===== src/rtl/pfx_sub_pipe_pkg.sv =====
// Carry-status encoding and combine rules shared by the prefix subtractor and its benches.
// A resolved status carries its carry bit in bit 0.
package pfx_sub_pipe_pkg;

  typedef logic [1:0] kgp_t;

  localparam kgp_t KGP_K = 2'b00;
  localparam kgp_t KGP_P = 2'b10;
  localparam kgp_t KGP_G = 2'b11;

  function automatic kgp_t kgp(input logic x, input logic y);
    kgp_t r;
    case ({x, y})
      2'b00:   r = KGP_K;
      2'b11:   r = KGP_G;
      default: r = KGP_P;
    endcase
    return r;
  endfunction

  // hi is the more significant group: it forwards lo only while it propagates.
  function automatic kgp_t skgp(input kgp_t hi, input kgp_t lo);
    kgp_t r;
    if (hi == KGP_P) begin
      r = lo;
    end else begin
      r = hi;
    end
    return r;
  endfunction

  function automatic int level_span(input int lvl);
    return 32'sd1 <<< (lvl - 32'sd1);
  endfunction

endpackage


===== src/rtl/pfx_sub_pipe_stage.sv =====
// One valid/ready register slice. It reloads whenever its slot is empty or being drained,
// so a full pipeline streams one item per cycle with no bubble.
module pfx_pipe_stage #(
  parameter int WIDTH = 8
) (
  input  logic             clk,
  input  logic             rst,
  input  logic             in_valid,
  output logic             in_ready,
  input  logic [WIDTH-1:0] in_data,
  output logic             out_valid,
  input  logic             out_ready,
  output logic [WIDTH-1:0] out_data
);

  logic             valid_q, valid_d;
  logic [WIDTH-1:0] data_q, data_d;

  assign in_ready  = !valid_q || out_ready;
  assign out_valid = valid_q;
  assign out_data  = data_q;

  // Next slot contents: data only moves on a real transfer, so it is stable while stalled.
  always_comb begin
    valid_d = valid_q;
    data_d  = data_q;
    if (in_ready) begin
      valid_d = in_valid;
      if (in_valid) begin
        data_d = in_data;
      end else begin
        data_d = data_q;
      end
    end else begin
      valid_d = valid_q;
    end
  end

  // Slot register.
  always_ff @(posedge clk) begin
    if (rst) begin
      valid_q <= 1'b0;
      data_q  <= '0;
    end else begin
      valid_q <= valid_d;
      data_q  <= data_d;
    end
  end

endmodule


===== src/rtl/pfx_sub_pipe.sv =====
// Two-stage pipelined KGP parallel-prefix subtractor (a + ~b + 1) with valid/ready handshake
// and borrow / signed-overflow / zero flags.
module pfx_sub_pipe
  import pfx_sub_pipe_pkg::*;
#(
  parameter int W     = 16,
  parameter int SPLIT = $clog2(W) / 2
) (
  input  logic         clk,
  input  logic         rst,
  input  logic         in_valid,
  output logic         in_ready,
  input  logic [W-1:0] a,
  input  logic [W-1:0] b,
  output logic         out_valid,
  input  logic         out_ready,
  output logic [W-1:0] diff,
  output logic         borrow,
  output logic         ovf,
  output logic         zero
);

  localparam int L   = $clog2(W);
  localparam int S1W = 3 * W + 2;
  localparam int S2W = W + 3;

  logic [W-1:0][1:0] cur1_s, nxt1_s, cur2_s, nxt2_s, st1_q_s;
  logic [W-1:0]      p_s, p1_q_s, diff_s;
  logic [W:0]        c_s;
  logic              a_msb_q_s, b_msb_q_s, s1_valid, s1_adv;
  logic [S1W-1:0]    s1_in_s, s1_out_s;
  logic [S2W-1:0]    s2_in_s, s2_out_s;

  assign p_s = a ^ ~b;

  // Stage 1: per-bit status (bit 0 folded with the carry-in G) and the low prefix levels.
  always_comb begin
    cur1_s = '0;
    nxt1_s = '0;
    for (int i = 0; i < W; i++) begin
      cur1_s[i] = kgp(a[i], ~b[i]);
    end
    cur1_s[0] = skgp(cur1_s[0], KGP_G);
    for (int lv = 1; lv <= SPLIT; lv++) begin
      for (int i = 0; i < W; i++) begin
        if (i >= level_span(lv)) begin
          nxt1_s[i] = skgp(cur1_s[i], cur1_s[i-level_span(lv)]);
        end else begin
          nxt1_s[i] = cur1_s[i];
        end
      end
      cur1_s = nxt1_s;
    end
  end

  assign s1_in_s = {a[W-1], b[W-1], p_s, cur1_s};

  pfx_pipe_stage #(.WIDTH(S1W)) u_s1 (
    .clk       (clk),
    .rst       (rst),
    .in_valid  (in_valid),
    .in_ready  (in_ready),
    .in_data   (s1_in_s),
    .out_valid (s1_valid),
    .out_ready (s1_adv),
    .out_data  (s1_out_s)
  );

  assign {a_msb_q_s, b_msb_q_s, p1_q_s, st1_q_s} = s1_out_s;

  // Stage 2: remaining prefix levels, then sum bits and flags ahead of the output register.
  always_comb begin
    cur2_s = st1_q_s;
    nxt2_s = '0;
    for (int lv = SPLIT + 1; lv <= L; lv++) begin
      for (int i = 0; i < W; i++) begin
        if (i >= level_span(lv)) begin
          nxt2_s[i] = skgp(cur2_s[i], cur2_s[i-level_span(lv)]);
        end else begin
          nxt2_s[i] = cur2_s[i];
        end
      end
      cur2_s = nxt2_s;
    end
    c_s    = '0;
    c_s[0] = 1'b1;
    for (int i = 1; i <= W; i++) begin
      c_s[i] = cur2_s[i-1][0];
    end
    diff_s = p1_q_s ^ c_s[W-1:0];
  end

  assign s2_in_s = {diff_s,
                    ~c_s[W],
                    (a_msb_q_s != b_msb_q_s) && (diff_s[W-1] != a_msb_q_s),
                    (diff_s == {W{1'b0}})};

  pfx_pipe_stage #(.WIDTH(S2W)) u_s2 (
    .clk       (clk),
    .rst       (rst),
    .in_valid  (s1_valid),
    .in_ready  (s1_adv),
    .in_data   (s2_in_s),
    .out_valid (out_valid),
    .out_ready (out_ready),
    .out_data  (s2_out_s)
  );

  assign {diff, borrow, ovf, zero} = s2_out_s;

endmodule

===== config.mk =====
export PLATFORM = sky130hd
export DESIGN_NAME = pfx_sub_pipe
export DESIGN_NICKNAME = d
export VERILOG_FILES = /design/src/rtl/pfx_sub_pipe_pkg.sv /design/src/rtl/pfx_sub_pipe_stage.sv /design/src/rtl/pfx_sub_pipe.sv
export SDC_FILE = /design/constraint.sdc
export NUM_CORES = 1
export LEC_CHECK = 0
export CORE_MARGIN = 1
export CORE_UTILIZATION = 30
export DETAILED_ROUTE_END_ITERATION = 8
export PLACE_DENSITY = 0.58
export SLEW_MARGIN = 20
export SYNTH_ARGS = -nofsm -noshare
export SYNTH_HDL_FRONTEND = slang
export SYNTH_SLANG_ARGS = --single-unit

===== constraint.sdc =====
create_clock -name clk -period 1.5 [get_ports clk]
set_input_delay 0.3 -clock clk [delete_from_list [all_inputs] [get_ports clk]]
set_output_delay 0.3 -clock clk [all_outputs]
set_load 0.01 [all_outputs]

==> metrics.csv <==
metric;value;unit
power per cell area;939;nW/um2
die height;113;um
Design Area, Final;5720;um2
Post-Syn Area per Cell;8.31;um2
nets;626;
Initial Utilization;30.8;%
fmax;655;MHz
Static Leak;2.68;nW
RSZ-0062 raised after global routing;yes;
slew margin rel.;55.4;%
Iteration-0 DRC Markers;99;
placed insts;687;
Critical path destination;u_s2.out_data[0]$_SDFFE_PP0P_;
initial antenna violation count;0;
crit path from;u_s1.out_data[2]$_SDFFE_PP0P_;
top cells by area, synth;dfxtp_1, ha_1, a21oi_1;
CTS Sinks;67;
DRT antenna net count;0;
Final Hold Fails;0;
first-pass GRT wire length;17.5;mm
Site Rows;40;
top cells by count, synth;dfxtp_1, nand2_1, a21oi_1;
crit share post-route;102;%
Worst R2R Start;u_s1.out_data[2]$_SDFFE_PP0P_;
DRC viols;0;
diode count;0;
slew of the pin with the lowest slew margin;0.669;ns
Longest Clk Path Bufs;2;
hold buffers post-CTS;0;
Critical R2R Capture;u_s2.out_data[0]$_SDFFE_PP0P_;
CP startpoint kind;register;
Area Growth Syn to Fin;55.3;%
Worst Hold Depth;4;
Yosys top cell area share;36.4;%
Setup violations, final;1;
Syn Inst Count;443;
Hold WC Path Type;primary input to register;
Placer Congestion;0.847;
Syn Nets;510;
violated checks;setup timing;
CP max stage cell;dfxtp_1;
YS warnings;0;
Clock Tree Root;clkbuf_16;
CTS tree;yes;
flop-to-flop setup slack;-0.03;ns
Ports;57;
Worst-path clk slew;0.05;ns
minimum clock period;1.53;ns
required time worst endpoint;1.77;ns
DR vias/cell;4.91;
Inserted Clock Buffers;9;
worst-skew pair later-pin latency;0.33;ns
status;complete, but fails checks;
number of flops mapped to enable cells by yosys;0;
Die X;113;um
top_reg_cell synth;dfxtp_1;
DR WL/cell;15.0;um
Worst Reg-to-Reg Cells;5;
fill cell count;1125;
setup_tns;-0.0258;ns
Die ar.;12700;um2
TritonRoute pass-1 iters;4;
pre-CTS WS;-0.557;ns
layout cells sized above 1;30.7;%
CP Capture Type;register;
largest net degree at the start of global routing;66;
sequential fraction of the synthesis area;36.4;%
synthesized area;3680;um2
Max-cap violations;0;
critical path peak fanout;3;
grt total ovfl;0;
DR vias;3491;
CP arrival;1.79;ns
Post-synth ARST share;0;%
crit-path cells;buf_4, xnor2_1, nand4_1, nor4_2, a32o_1;
post-synthesis cell type count;47;
fin cells;711;
Post-Route WL;10.7;mm
Fin Clk Skew;0.00604;ns
CP peak stage delay;0.33;ns
hold slack;0.300;ns
PortBufs;56;
Setup CP Type;register to register;
Yosys reg bits;67;
H-tree depth;3;
Peak VDD IR;0.000570;V
leading area contributor after synthesis;dfxtp_1;
final setup margin;-0.0258;ns
number of global-route vias before repair;3518;
Core Area;12000;um2
post-DP HPWL;7.46;mm
Area after DPL;4830;um2
Total Routing Usage GR;17.7;%
Final Slew Violations;0;
[through the flow]
step / util, % / power [mW]
after floorplan: - / 2.63
after global placement: 40.3 / 3.14
after detailed placement: 40.3 / 3.16
after CTS: 46.8 / 5.34
after global routing: 47.8 / 5.59
final: 47.8 / 5.37
[metal layers]
metal | vias up | share of wire (%) | GRT usage [%]
met4 | 0 | 2.1 | 6.49
met2 | 79 | 49 | 31.2
met3 | 20 | 3.9 | 3.16
met5 | - | 0 | 0
met1 | 1642 | 45 | 21.4
li1 | 1750 | - | -
[state kept, by name, summed over array words and instances (netlist names)]
register	cells
u_s2.out_valid	1
u_s1.out_data	46
u_s2.out_data	19
u_s1.out_valid	1
[where the power goes]
group          switching [mW]  internal (mW)  total [mW]
registers               0.110           1.92        2.03
clock network           0.792           1.21        2.00
logic                   0.624          0.719        1.34
[cells in the final DEF (no fill, tap or decap), drive strengths merged, types with 7 or more instances in the layout]
cell,netlist,layout
ha,31,31
buf,12,67
nor3,8,8
mux2,10,10
dfxtp,67,67
mux2i,17,17
o21ai,7,7
inv,37,37
dlygate4sd2,0,31
nand2,67,67
clkbuf,7,11
nor2,37,37
a211oi,19,19
nand3,7,7
a21oi,56,56
dlymetal6s2s,0,21
[worst max-delay path: cells and delay by family, from the launching register on]
family | cells | cell delay [ns]
simple gates | 2 | 0.50
flops | 1 | 0.33
xor+xnor | 1 | 0.33
compound gates | 1 | 0.16
buf+inv | 1 | 0.15
[cell families after synthesis]
logic type,Yosys count,synth area share [%]
xor+xnor,8,1.90
compound gates,107,18.6
fa+ha+maj,31,10.5
buf+inv,56,6.70
flops,67,36.4
mux,27,7.68
simple gates,147,18.2
[final cells by class]
type | instances | area [um2] | area share (%)
Multi-Input combinational cell | 320 | 2520 | 44.1
Sequential cell | 67 | 1350 | 23.7
Timing Repair Buffer | 124 | 1230 | 21.5
Clock buffer | 11 | 253 | 4.42
Tap cell | 147 | 184 | 3.22
Inverter | 37 | 139 | 2.43
Clock inverter | 5 | 37.5 | 0.657
[worst min-delay path by stage]
stage | from | end | slack [ns]
after global routing | rst | u_s2.out_data[1]$_SDFFE_PP0P_ | 0.35
after global placement | u_s1.out_data[31]$_SDFFE_PP0P_ | u_s1.out_data[31]$_SDFFE_PP0P_ | 0.44
after floorplan | u_s1.out_data[32]$_SDFFE_PP0P_ | u_s2.out_data[3]$_SDFFE_PP0P_ | 0.43
final | rst | u_s2.out_data[1]$_SDFFE_PP0P_ | 0.30
after detailed placement | u_s2.out_data[14]$_SDFFE_PP0P_ | u_s2.out_data[14]$_SDFFE_PP0P_ | 0.45
after CTS | rst | u_s2.out_data[1]$_SDFFE_PP0P_ | 0.29
[repair_timing]
| item | CTS | global route |
|---|---|---|
| pin swaps | 31 | 13 |
| gates cloned | 3 | 0 |
| resized for setup | 112 | 43 |
| buffers inserted | 6 | 0 |
| endpoints found under the setup margin | 53 | 45 |
No activity file was read; power rests on OpenSTA's default activity.
